--- config.mk ---
export PLATFORM = sky130hd
export DESIGN_NAME = tff_count_ctrl
export DESIGN_NICKNAME = d
export VERILOG_FILES = /design/src/rtl/tff_count_ctrl.sv
export SDC_FILE = /design/constraint.sdc
export NUM_CORES = 1
export LEC_CHECK = 0
export ABC_AREA = 1
export BUFFER_PORTS_ARGS = -buffer_cell sky130_fd_sc_hd__buf_2
export CORE_ASPECT_RATIO = 1.1
export CORE_MARGIN = 4
export CORE_UTILIZATION = 45
export DETAILED_ROUTE_END_ITERATION = 12
export GPL_TIMING_DRIVEN = 1
export PLACE_DENSITY_LB_ADDON = 0.3
export SLEW_MARGIN = 15
export SYNTH_ARGS = -nofsm -noshare
export SYNTH_HDL_FRONTEND = slang
export SYNTH_SLANG_ARGS = --single-unit
--- constraint.sdc ---
create_clock -name Clk -period 1.9 [get_ports Clk]
set_input_delay 0.095 -clock Clk [delete_from_list [all_inputs] [get_ports Clk]]
set_output_delay 0.095 -clock Clk [all_outputs]
set_load 0.03 [all_outputs]
--- src/rtl/tff_count_ctrl.sv ---
// tff_count_ctrl: sequencing controller driving a bank of T flip-flops.
// Every change to Count comes from toggle enables; the controller supports
// parallel load, bounded up-count to a captured limit, down-count to zero,
// and abort, with a one-cycle Done pulse at the end of a completed run.

// Single T flip-flop with synchronous active-high reset.
module tff_cell (
  input  logic clk,
  input  logic rst,
  input  logic t,
  output logic q
);
  logic q_q;
  logic q_d;

  // Toggle when enabled, otherwise hold.
  always_comb begin
    q_d = q_q ^ t;
  end

  // Storage element; reset clears the bit.
  always_ff @(posedge clk) begin
    if (rst) q_q <= 1'b0;
    else     q_q <= q_d;
  end

  assign q = q_q;
endmodule

// state | meaning
// IDLE  | waiting; Load (priority) or Start accepted, inputs captured
// LOAD  | one cycle; toggles drive Count to the captured load value
// RUN   | count one step per cycle until terminal or Stop
// DONE  | one cycle; Done pulse, then back to IDLE
module tff_count_ctrl #(
  parameter int WIDTH = 4
) (
  input  logic             Clk,
  input  logic             Reset,
  input  logic             Start,
  input  logic             Load,
  input  logic             Up,
  input  logic             Stop,
  input  logic [WIDTH-1:0] Load_value,
  input  logic [WIDTH-1:0] Limit,
  output logic [WIDTH-1:0] Count,
  output logic [WIDTH-1:0] T_vec,
  output logic             Busy,
  output logic             Done
);
  typedef enum logic [1:0] {
    S_IDLE = 2'b00,
    S_LOAD = 2'b01,
    S_RUN  = 2'b10,
    S_DONE = 2'b11
  } state_t;

  state_t           state_q, state_d;
  logic [WIDTH-1:0] ld_q, ld_d;
  logic [WIDTH-1:0] lim_q, lim_d;
  logic             dir_q, dir_d;

  logic [WIDTH-1:0] t_up;
  logic [WIDTH-1:0] t_dn;
  logic             terminal;

  // Toggle chains for +1 and -1: a bit flips when all lower bits are 1 (up)
  // or all lower bits are 0 (down).
  always_comb begin
    t_up    = '0;
    t_dn    = '0;
    t_up[0] = 1'b1;
    t_dn[0] = 1'b1;
    for (int i = 1; i < WIDTH; i++) begin
      t_up[i] = t_up[i-1] & Count[i-1];
      t_dn[i] = t_dn[i-1] & ~Count[i-1];
    end
  end

  // Run ends at the captured limit going up, or at zero going down.
  always_comb begin
    terminal = dir_q ? (Count == lim_q) : (Count == '0);
  end

  // State and capture registers.
  always_ff @(posedge Clk) begin
    if (Reset) begin
      state_q <= S_IDLE;
      ld_q    <= '0;
      lim_q   <= '0;
      dir_q   <= 1'b0;
    end else begin
      state_q <= state_d;
      ld_q    <= ld_d;
      lim_q   <= lim_d;
      dir_q   <= dir_d;
    end
  end

  // Next-state and capture logic; Load beats Start, terminal beats Stop.
  always_comb begin
    state_d = state_q;
    ld_d    = ld_q;
    lim_d   = lim_q;
    dir_d   = dir_q;
    unique case (state_q)
      S_IDLE: begin
        if (Load) begin
          ld_d    = Load_value;
          state_d = S_LOAD;
        end else if (Start) begin
          lim_d   = Limit;
          dir_d   = Up;
          state_d = S_RUN;
        end
      end
      S_LOAD: state_d = S_IDLE;
      S_RUN: begin
        if (terminal)  state_d = S_DONE;
        else if (Stop) state_d = S_IDLE;
      end
      S_DONE: state_d = S_IDLE;
      default: state_d = S_IDLE;
    endcase
  end

  // Outputs: status decoded from state, toggles from state/Count/captures.
  always_comb begin
    T_vec = '0;
    Busy  = (state_q == S_LOAD) || (state_q == S_RUN);
    Done  = (state_q == S_DONE);
    unique case (state_q)
      S_LOAD: T_vec = Count ^ ld_q;
      S_RUN: begin
        if (!terminal && !Stop) T_vec = dir_q ? t_up : t_dn;
      end
      default: T_vec = '0;
    endcase
  end

  // The T flip-flop bank.
  for (genvar g = 0; g < WIDTH; g++) begin : g_bank
    tff_cell u_tff (
      .clk (Clk),
      .rst (Reset),
      .t   (T_vec[g]),
      .q   (Count[g])
    );
  end
endmodule

=== Word level (Yosys, flattened, before mapping) ===
Index checks and enable logic that the tools add are counted.

* Register bits after elaboration: 15
* Bits of input ports: 14
* Output and inout bits: 10
* Logic and storage cells: 46

* Eq/ne operators: 6
* Muxes and demuxes: 9
* Bitwise operators: 13
* Reduce and logical (&&, ||, !) cells: 10

{| class="wikitable"
|+ Operators with widths
! operator !! number
|-
| two-way mux 2 bit || 4
|-
| two-way mux 4 bit || 2
|-
| one-hot mux 4 bit (2 select lines) || 1
|-
| inequality test 3 bit, second input constant || 2
|-
| one-hot mux 2 bit (3 select lines) || 1
|-
| AND 1 bit || 4
|-
| == test 2 bit, second input constant || 2
|-
| == test 4 bit || 1
|-
| zero test 4 bit || 1
|-
| NOT 1 bit || 4
|-
| AND reduction 2 bit || 2
|-
| XOR 1 bit || 4
|-
| XOR 4 bit || 1
|-
| AND reduction 3 bit || 1
|-
| == test 2 x 1 -> 1 bit, second input constant || 1
|-
| zero test 1 bit || 2
|-
| zero test 2 bit || 1
|-
| OR reduction 2 bit || 1
|-
| logical AND 1 bit || 1
|-
| logical OR 1 bit || 1
|-
| two-way mux 1 bit || 1
|}

=== Longest topological paths before layout ===
Gate-level depths: netlist of run 1.

* Word-level depth: 7
* Depth in mapped cells: 11
* Mapped depth without buffers: 10

=== Cells and area by module ===
A second synthesis of run 1 with hierarchy kept.

* Cells, all modules: 137
* Area total of the unflattened synthesis: 862.1 um^2

{| class="wikitable"
|+ By module, submodules not included
! module !! instances !! cells an instance !! area an instance (um^2) !! seq. area each (um^2)
|-
| tff_count_ctrl || 1 || 113 || 706.9 || 220.2
|-
| tff_cell || 4 || 6 || 38.8 || 20.0
|}

=== Least setup slack after synthesis of run 1 ===
Ideal clock, no wire load.

* Path type: reg2out
* Start point: register state_q[0]
* End point: output T_vec[0]
* Arrival: 1415 ps
* Required time: 1805 ps
* Setup slack: 390 ps
* Stages on the path, launching flop included: 6
* Buffers on the path: 1
* Cells stage by stage: dfxtp_1 inv_1 ha_1 inv_1 a21oi_2 buf_4

* Word-level cells in the longest chain between the ends: 2
* Elaborated cells on any way between the ends: 3
* Classes of those cells: 2 x eq/ne; 1 x mux

{| class="wikitable"
|+ Ends and longest elaborated chain
! what !! line !! source
|-
| from (decl) || 58 || <nowiki>state_t state_q, state_d;</nowiki>
|-
| from (signal assigned) || 93 || <nowiki>state_q <= state_d;</nowiki>
|-
| == test 2 bit / == test 2 x 1 -> 1 bit (equally long branches) || 132 || <nowiki>unique case (state_q)</nowiki>
|-
| one-hot mux 4 bit (2 select lines) * || 132 ||
|-
| to (decl) || 47 || <nowiki>output logic [WIDTH-1:0] T_vec,</nowiki>
|}

Mark *: on every way between the ends. The rest lies on a longest branch, timed or not.

=== Final worst setup path of run 1 ===
* Start point: register state_q[1]
* End point: output T_vec[2]

Same word-level chain as after synthesis.

==> impl_metrics.py, run 1 <==
metrics = {
    "routing": {
        "drtIter0Drc": 27,
        "wire_per_inst_um": 10.9,
        "first_pass_iters": 4,
        "ant_nets": 0,
        "post-route-drc-count": 0,
        "route.vias.total": 884,
        "routed_wl_mm": 1.98,
        "avgViaCountPerCell": 4.86,
    },
    "worst_setup_path": {
        "critPathLaunchType": "flop",
        "critPathKind": "reg2out",
        "end_kind": "output pin",
        "cp.arrival_ns": 1.65,
        "cp_max_fo": 8,
        "required_ns": 1.80,
    },
    "synth": {
        "ys_seq_area_share_pct": 31.9,
        "ys_types": 23,
        "synth_top_area_share_pct": 31.9,
        "synthesis.nets": 156,
        "synth.area.top_cells": "dfxtp_1, nand2_1, nor2_1",
        "netlist_area_um2": 942,
        "syn_area_per_cell_um2": 6.83,
        "ys_seq_elements": 15,
        "yosysWarnings": 0,
        "synth_area_leader_cell": "dfxtp_1",
        "synthCells": 138,
    },
    "floorplan": {
        "die-area_um2": 2890,
        "io_pins": 24,
        "floorplan.initialDensity_pct": 47.1,
        "dieWidth_um": 51.6,
        "num_rows": 17,
        "fp.coreArea_um2": 2000,
        "die_y_um": 56.0,
    },
    "sta": {
        "hold_viol_final": 0,
        "maxSlewViolCount": 0,
        "worst_pin_slew_ns": 0.408,
        "slew_headroom_pct": 72.8,
        "period_needed_ns": 1.75,
        "tns_ns": 0,
        "setup_viol": 0,
        "rsz0062_at_grt": "false",
        "skew_ns": 0.00181,
        "whs_ns": 0.0740,
        "finalCritPeriodShare_pct": 91.9,
        "fmax_ghz": 0.573,
    },
    "power_and_ir_drop": {
        "leakagePower_nw": 0.520,
        "ir_drop_mv": 0.543,
        "powerDensity_nw_per_um2": 743,
    },
    "global_routing": {
        "antenna_found_initial": 0,
        "grtUsageTotal_pct": 14.5,
        "grt_pass1_wl_mm": 3.18,
        "grt_max_degree": 16,
        "grt_overflow": 0,
        "grt_pass1_vias": 770,
    },
    "clocking": {
        "cts_setup_buffers": 0,
        "root_buffer": "clkbuf_4",
        "clockBufferDepth": 2,
        "numCtsBuffers": 3,
        "clock_latency_ns": 0.28,
        "cts_sinks": 15,
        "htree_levels": 1,
        "cts_tree": "yes",
        "path_clk_slew_ns": 0.09,
    },
    "final_layout": {
        "drive_gt1_share_pct": 24.0,
        "finalNetCount": 173,
        "syn_to_final_growth_pct": 10.6,
        "final_core_util_pct": 52.1,
        "fillers": 224,
        "antennaDiodeCount": 0,
    },
    "job": {
        "maxCapViolCount": 0,
    },
    "outcome": {
        "status": "completed",
    },
    "placement": {
        "globalplace.congestion": 0.848,
        "numPortBuffers": 23,
        "dpl.hpwl_mm": 1.56,
    },
    "hold_path": {
        "min_path_type": "in2reg",
    },
}
==> worst paths after layout <==
| check | startpoint | endpoint | slack [ns] | cells past startpoint |
|---|---|---|---|---|
| min | Load_value[3] | ld_q[3] | 0.07 | 3 |
| min reg2reg | lim_q[0] | lim_q[0] | 0.46 | 2 |
| max | state_q[1] | T_vec[2] | 0.15 | 5 |
| max reg2reg | g_bank[2].u_tff.q | state_q[1] | 0.49 | 8 |
==> registers in the layout (all words and copies together) (netlist names) <==
register and flops:
state_q 2, lim_q 4, ld_q 4, g_bank.u_tff.q 4, dir_q 1
==> worst max-delay path, cell delays in order (launching register included) <==
cell,delay (ns)
dfxtp_1,0.37
inv_1,0.09
ha_2,0.41
inv_1,0.12
a21oi_1,0.16
buf_2,0.22
==> synth_stat cells (all sizes together) <==
cell type	n
buf	11
nand3	9
nand2	29
a21oi	12
nor2	20
inv	14
o21ai	13
ha	4
dfxtp	15
or2	2
and3	1
xor2	5
nand4	3
==> report_power, final <==
group / internal (W) / switching, W
logic: 0.0000824 / 0.000144
clock network: 0.0000815 / 0.000100
registers: 0.000343 / 0.0000239
total: 0.000507 / 0.000268
==> area by class of cell <==
type                    instances  area [µm²]  area share [%]
multi-input cells              98         510            49.0
flip-flops and latches         15         303            29.1
repair buffers                 23         115            11.0
inverters                      14        52.6            5.04
well taps                      28        35.0            3.36
clock buffers                   4        26.3            2.52
==> stage by stage <==
| step | std cells | setup slack [ns] | power [W] | area, µm² |
|---|---|---|---|---|
| after floorplan | 138 | 0.390 | 0.000548 | 942 |
| after global placement | 178 | 0.422 | 0.000588 | 1010 |
| after detailed placement | 178 | 0.405 | 0.000595 | 1010 |
| after CTS | 182 | 0.0812 | 0.000775 | 1030 |
| after global routing | 182 | 0.0101 | 0.000826 | 1040 |
| final | 182 | 0.154 | 0.000774 | 1040 |
==> cells in the final DEF, fill, tap and decap left out, types with 2 or more instances in the layout <==
| cell type | n |
|---|---|
| nand4_1 | 3 |
| dfxtp_2 | 2 |
| clkbuf_4 | 3 |
| inv_1 | 13 |
| a21oi_1 | 11 |
| ha_1 | 3 |
| dfxtp_1 | 13 |
| nand2_1 | 28 |
| buf_2 | 23 |
| o21ai_0 | 11 |
| nor2_2 | 2 |
| xor2_1 | 5 |
| nand3_1 | 8 |
| nor2_1 | 18 |
==> metal layers <==
layer | track usage (%) | wire length, µm | vias to the layer above
li1 | - | - | 467
met1 | 19.2 | 936 | 387
met2 | 22.2 | 904 | 26
met3 | 4.02 | 113 | 4
met4 | 5.62 | 26 | 0
met5 | 0 | 0 | -
==> kinds of logic after synthesis <==
family / after synthesis / share of synthesized area (%)
adder cells (fa/ha/maj): 4 / 5.31
buffers and inverters: 25 / 14.5
AO/OA/AOI/OAI: 25 / 14.1
AND/OR/NAND/NOR: 64 / 29.6
flip-flops: 15 / 31.9
XOR/XNOR: 5 / 4.65
==> timing repair <==
item | CTS | global route
hold buffers | 0 | 0
setup endpoints to repair | 0 | 4
resized for setup | 0 | 4
hold endpoints to repair | 0 | 0
Note: power is estimated with default switching activity, not from simulation.
==> run 2, diff against run 1 <==
--- a/config.mk
+++ b/config.mk
@@ -12,6 +12,7 @@
 export CORE_UTILIZATION = 45
 export DETAILED_ROUTE_END_ITERATION = 12
 export GPL_TIMING_DRIVEN = 1
+export MAX_ROUTING_LAYER = met4
 export PLACE_DENSITY_LB_ADDON = 0.3
 export SLEW_MARGIN = 15
 export SYNTH_ARGS = -nofsm -noshare
==> constraint.sdc (replaced) <==
create_clock -name Clk -period 1.9 [get_ports Clk]
set_input_delay 0.095 -clock Clk [delete_from_list [all_inputs] [get_ports Clk]]
set_output_delay 0.095 -clock Clk [all_outputs]
set_load 0.05 [all_outputs]
==> impl_metrics.py, run 2 (same netlist as run 1, synthesis figures left out) <==
metrics = {
    "sta": {
        "tns_ns": 0,
        "worst_pin_slew_ns": 0.393,
        "maxSlewViolCount": 0,
        "period_needed_ns": 1.78,
        "fmax_ghz": 0.562,
        "hold_viol_final": 0,
        "rsz0062_at_grt": "false",
        "setup_viol": 0,
        "slew_headroom_pct": 73.8,
        "finalCritPeriodShare_pct": 93.6,
        "skew_ns": 0.00217,
    },
    "global_routing": {
        "grt_overflow": 0,
        "grt_use_met1_pct": 19.3,
        "met3_usage_pct": 3.49,
        "use_met2_pct": 21.6,
        "grt_max_degree": 16,
        "grtUsageTotal_pct": 14.9,
        "busiest_layer": "met2",
        "antenna_found_initial": 0,
        "grt_pass1_wl_mm": 3.18,
        "grt_pass1_vias": 784,
    },
    "power_and_ir_drop": {
        "clkPwrFrac_pct": 23.3,
        "fin_total_pwr_w": 0.000799,
        "ir_drop_mv": 0.563,
        "p_int_w": 0.000508,
        "sw_frac_of_total_pct": 36.4,
        "powerDensity_nw_per_um2": 759,
        "power_frac_seq_pct": 45.8,
        "p_sw_w": 0.000291,
        "leakagePower_nw": 0.519,
        "p_comb_share_pct": 30.8,
    },
    "clocking": {
        "htree_levels": 1,
        "hold_buffers": 0,
        "clock_latency_ns": 0.29,
        "cts_sinks": 15,
        "numCtsBuffers": 3,
        "cts_tree": "yes",
        "root_buffer": "clkbuf_4",
        "path_clk_slew_ns": 0.09,
        "clockBufferDepth": 2,
    },
    "placement": {
        "dp_cells": 178,
        "dpl.hpwl_mm": 1.60,
        "numPortBuffers": 23,
        "placed_cell_area_um2": 1010,
        "globalplace.congestion": 0.861,
    },
    "worst_setup_path": {
        "critPathLaunchType": "flop",
        "cp.arrival_ns": 1.68,
        "r2r_slack_ns": 0.50,
        "crit_top_cell": "inv_1",
        "critPathSlowestCell": "ha_2",
        "required_ns": 1.80,
        "worstReg2RegEnd": "g_bank[3].u_tff.q",
        "r2r_start": "g_bank[2].u_tff.q",
        "cpPeakStageDelay_ns": 0.41,
        "end_kind": "output pin",
        "rr_worst_depth": 9,
        "cp_max_fo": 8,
        "critPathKind": "reg2out",
        "path_cells": "inv_1, ha_2, inv_1, a21oi_2, clkbuf_4",
    },
    "final_layout": {
        "final_core_util_pct": 52.7,
        "drive_gt1_share_pct": 24.7,
        "final_cell_mix": "nand2_1, buf_2, nor2_1, inv_1, dfxtp_1",
        "stdcell_area_um2": 1050,
        "antennaDiodeCount": 0,
        "mostFrequentLayoutCell": "nand2_1",
        "syn_to_final_growth_pct": 11.8,
        "finalNetCount": 173,
        "layout.cells.non_filler": 182,
    },
    "routing": {
        "wire_per_inst_um": 10.9,
        "drtIter0Drc": 30,
        "ant_nets": 0,
        "routed_wl_mm": 1.98,
        "route.vias.total": 867,
        "avgViaCountPerCell": 4.76,
        "first_pass_iters": 4,
        "post-route-drc-count": 0,
    },
    "hold_path": {
        "min_path_type": "in2reg",
        "min_to": "ld_q[0]",
        "hold-path-cell-count": 3,
        "min_from": "Load_value[0]",
    },
    "floorplan": {
        "die_y_um": 56.0,
        "num_rows": 17,
        "die-area_um2": 2890,
        "io_pins": 24,
        "floorplan.initialDensity_pct": 47.1,
        "dieWidth_um": 51.6,
        "fp.coreArea_um2": 2000,
    },
    "outcome": {
        "status": "completed",
    },
    "job": {
        "maxCapViolCount": 0,
    },
}
[run 2: cell count changes in the layout (fill, tap and decap cells not counted)]
| cell | previous run | this run |
|---|---|---|
| buf_4 | 0 | 2 |
| a21oi_1 | 11 | 10 |
| a21oi_2 | 1 | 2 |
| clkbuf_4 | 3 | 4 |
| buf_2 | 23 | 20 |
[run 2: timing repair]
action                                  in CTS  in global routing
buffers inserted                             0                  0
cloned                                       0                  0
resized for setup                            1                  8
endpoints found under the setup margin       1                  4
pin swaps                                    0                  0
[run 2: layout make-up]
| type | instances | area (µm²) |
|---|---|---|
| fill | 217 | 946 |
| multi-input combinational | 98 | 514 |
| timing repair buffer | 23 | 123 |
| clock buffer | 4 | 26.3 |
| sequential | 15 | 303 |
| inverter | 14 | 52.6 |
| tap | 28 | 35.0 |
[run 2: worst max path at each step]
stage,start,endpoint,slack (ns),cells past startpoint
final,state_q[1],T_vec[0],0.12,5
after floorplan,state_q[0],T_vec[0],0.20,5
after global routing,state_q[0],T_vec[0],0.004,7
after detailed placement,state_q[0],T_vec[2],0.33,7
after global placement,state_q[0],T_vec[3],0.36,7
after CTS,state_q[0],T_vec[0],0.01,7
[run 2: routing by layer]
layer	vias to the layer above	wire length, µm
met5	-	0
li1	467	-
met1	375	974
met4	0	30
met3	3	92
met2	22	881
[run 2: worst max-delay path, delay by kind of cell, from the launching register on]
kind	cells	cell delay, ns
AOI/OAI and AO/OA	1	0.15
adders and majority gates	1	0.41
buffers and inverters	3	0.46
DFF	1	0.37
[run 2: power groups by stage]
stage	Clock [W]	Combinational, W	Sequential (W)
after detailed placement	0	0.000240	0.000374
after global placement	0	0.000234	0.000372
after CTS	0.000191	0.000242	0.000366
final	0.000186	0.000246	0.000366
after floorplan	0	0.000201	0.000365
after global routing	0.000207	0.000275	0.000370
[run 2: metrics by stage]
| step | worst slack [ns] | hold slack, ns |
|---|---|---|
| finish | 0.122 | 0.0593 |
| global route | 0.00367 | 0.0852 |
| CTS | 0.00976 | 0.0607 |
| detailed placement | 0.327 | 0.361 |
| global placement | 0.356 | 0.355 |
| floorplan | 0.198 | 0.260 |
==> run 3, diff against run 2 <==
--- a/config.mk
+++ b/config.mk
@@ -5,11 +5,11 @@
 export SDC_FILE = /design/constraint.sdc
 export NUM_CORES = 1
 export LEC_CHECK = 0
-export ABC_AREA = 1
 export BUFFER_PORTS_ARGS = -buffer_cell sky130_fd_sc_hd__buf_2
 export CORE_ASPECT_RATIO = 1.1
 export CORE_MARGIN = 4
 export CORE_UTILIZATION = 45
+export CTS_CLUSTER_SIZE = 25
 export DETAILED_ROUTE_END_ITERATION = 12
 export GPL_TIMING_DRIVEN = 1
 export MAX_ROUTING_LAYER = met4
==> impl_metrics.py, run 3 <==
metrics = {
    "synth": {
        "synth_fa_ha_area_share_pct": 5.03,
        "syn_area_per_cell_um2": 8.81,
        "yosysWarnings": 0,
        "synthTopCellsByCount": "dfxtp_1, nand2_1, buf_4, xnor2_1, nor2_1",
        "netlist_area_um2": 996,
        "synth_edf_count": 0,
        "synthMostInstantiatedCell": "dfxtp_1",
        "synth_top_family_by_area": "compound AO/OA/AOI/OAI gates",
        "synthCells": 113,
        "muxShareOfSynthArea_pct": 6.53,
        "synth_area_leader_cell": "dfxtp_1",
        "ys_seq_area_share_pct": 30.2,
        "synthesis.nets": 131,
        "synth-simple-area-share_pct": 19.5,
        "synth_xor_area_share_pct": 7.91,
        "synth_compound_area_share_pct": 21.4,
        "synth_ff_type": "dfxtp_1",
        "synthArstFlopShare_pct": 0,
        "ys_types": 37,
        "ys_seq_elements": 15,
        "synth.area.top_cells": "dfxtp_1, xnor2_1, buf_4",
        "synth_top_area_share_pct": 30.2,
    },
    "sta": {
        "slew_headroom_pct": 77.7,
        "fmax_ghz": 0.550,
        "maxSlewViolCount": 0,
        "period_needed_ns": 1.82,
        "hold_viol_final": 0,
        "finalCritPeriodShare_pct": 95.8,
        "rsz0062_at_grt": "true",
        "setup_viol": 0,
        "worst_pin_slew_ns": 0.333,
        "skew_ns": 0.00412,
    },
    "power_and_ir_drop": {
        "p_int_w": 0.000532,
        "fin_total_pwr_w": 0.000834,
        "leakagePower_nw": 0.536,
        "sw_frac_of_total_pct": 36.2,
        "clkPwrFrac_pct": 22.3,
        "p_sw_w": 0.000302,
        "ir_drop_mv": 0.556,
        "p_comb_share_pct": 34.2,
        "powerDensity_nw_per_um2": 662,
        "power_frac_seq_pct": 43.5,
    },
    "floorplan": {
        "io_pins": 24,
        "die-area_um2": 3030,
        "fp.coreArea_um2": 2060,
        "num_rows": 17,
        "die_y_um": 57.3,
        "floorplan.initialDensity_pct": 48.3,
        "dieWidth_um": 52.9,
    },
    "final_layout": {
        "stdcell_area_um2": 1260,
        "finalNetCount": 157,
        "fillers": 197,
        "multi_input_area_um2": 664,
        "seq_area_um2": 310,
        "layout.cells.non_filler": 166,
        "mostFrequentLayoutCell": "buf_2",
        "antennaDiodeCount": 0,
        "drive_gt1_share_pct": 44.2,
        "final_cell_mix": "buf_2, nand2_1, buf_4, dfxtp_1, xnor2_1",
        "syn_to_final_growth_pct": 26.5,
    },
    "worst_setup_path": {
        "critPathKind": "reg2out",
        "path_cells": "inv_2, ha_4, nand3b_1, a21oi_2, o21ai_4, o22ai_2, buf_6",
        "critPathLaunchType": "flop",
        "critPathSlowestCell": "dfxtp_2",
        "path_buf_inv": 2,
        "end_kind": "output pin",
        "required_ns": 1.80,
        "cp.arrival_ns": 1.72,
        "cp_max_fo": 6,
        "cpPeakStageDelay_ns": 0.36,
        "critPathTopFamily": "compound AO/OA/AOI/OAI gates",
    },
    "global_routing": {
        "grt_max_degree": 16,
        "grt_overflow": 0,
        "grtUsageTotal_pct": 15.8,
        "grt_pass1_vias": 789,
        "antenna_found_initial": 0,
        "grt_pass1_wl_mm": 3.54,
    },
    "routing": {
        "post-route-drc-count": 0,
        "avgViaCountPerCell": 5.11,
        "routed_wl_mm": 2.13,
        "route.vias.total": 848,
        "first_pass_iters": 4,
        "wire_per_inst_um": 12.8,
        "ant_nets": 0,
        "drtIter0Drc": 13,
    },
    "clocking": {
        "cts_sinks": 15,
        "clockBufferDepth": 2,
        "hold_buffers": 0,
        "clock_latency_ns": 0.28,
        "path_clk_slew_ns": 0.10,
        "htree_levels": 1,
        "numCtsBuffers": 3,
        "cts_tree": "yes",
        "root_buffer": "clkbuf_4",
    },
    "job": {
        "maxCapViolCount": 0,
    },
    "placement": {
        "numPortBuffers": 23,
        "globalplace.congestion": 0.896,
        "dpl.hpwl_mm": 1.58,
        "dp_cells": 154,
        "placed_cell_area_um2": 1090,
    },
    "hold_path": {
        "min_path_type": "in2reg",
    },
    "outcome": {
        "status": "completed",
    },
}
## run 3: cell type report
| class | instances | share of cell area (%) |
|---|---|---|
| multi-input cells | 83 | 52.7 |
| flip-flops and latches | 15 | 24.6 |
| repair buffers | 33 | 16.8 |
| well taps | 28 | 2.78 |
| clock buffers | 3 | 1.79 |
| inverters | 3 | 0.894 |
| clock inverters | 1 | 0.397 |
## run 3: cells by family (layout without fill, tap and decap cells)
group | Yosys count | count (layout)
xor+xnor | 9 | 9
compound gates | 28 | 28
fa+ha+maj | 4 | 4
simple gates | 36 | 36
buf+inv | 15 | 40
mux | 6 | 6
flops | 15 | 15
## run 3: layer usage
layer	vias up	global-route usage (%)	part of all wire [%]
met5	-	-	0
met4	0	6.57	0.56
met3	2	1.57	3.1
met2	15	24.8	48
met1	382	20.5	48
li1	449	-	-
## run 3: stage by stage
step,util [%],setup TNS [ns],setup slack [ns],hold slack (ns)
global route,61.1,-0.00961,-0.00961,0.0475
detailed placement,52.8,0,0.0524,0.334
CTS,56.7,0,0.00277,0.0217
global placement,52.8,0,0.159,0.325
finish,61.1,0,0.0802,0.0338
floorplan,-,0,0.121,0.161
## run 3: final timing paths
kind / slack, ns / cells after the start / to / start
min: 0.03 / 3 / lim_q[2] / Limit[2]
max reg2reg: 0.19 / 7 / g_bank[3].u_tff.q / state_q[0]
max: 0.08 / 7 / T_vec[1] / state_q[0]
min reg2reg: 0.51 / 2 / ld_q[0] / ld_q[0]
## run 3: tightest hold or removal path: stages
cell	delay (ns)
buf_2	0.08
mux2i_1	0.05
nor2_1	0.07
## run 3: power by group through the flow
| stage | registers, W | clock network (W) | logic, W |
|---|---|---|---|
| after detailed placement | 0.000367 | 0 | 0.000249 |
| after floorplan | 0.000358 | 0 | 0.000207 |
| after global routing | 0.000367 | 0.000209 | 0.000314 |
| after global placement | 0.000366 | 0 | 0.000246 |
| final | 0.000363 | 0.000186 | 0.000285 |
| after CTS | 0.000363 | 0.000198 | 0.000264 |
## run 3: what timing repair did
action / in CTS / in global routing
gates resized for setup: 12 / 13
pin swaps: 1 / 4
buffers inserted: 2 / 6
endpoints found under the setup margin: 4 / 4
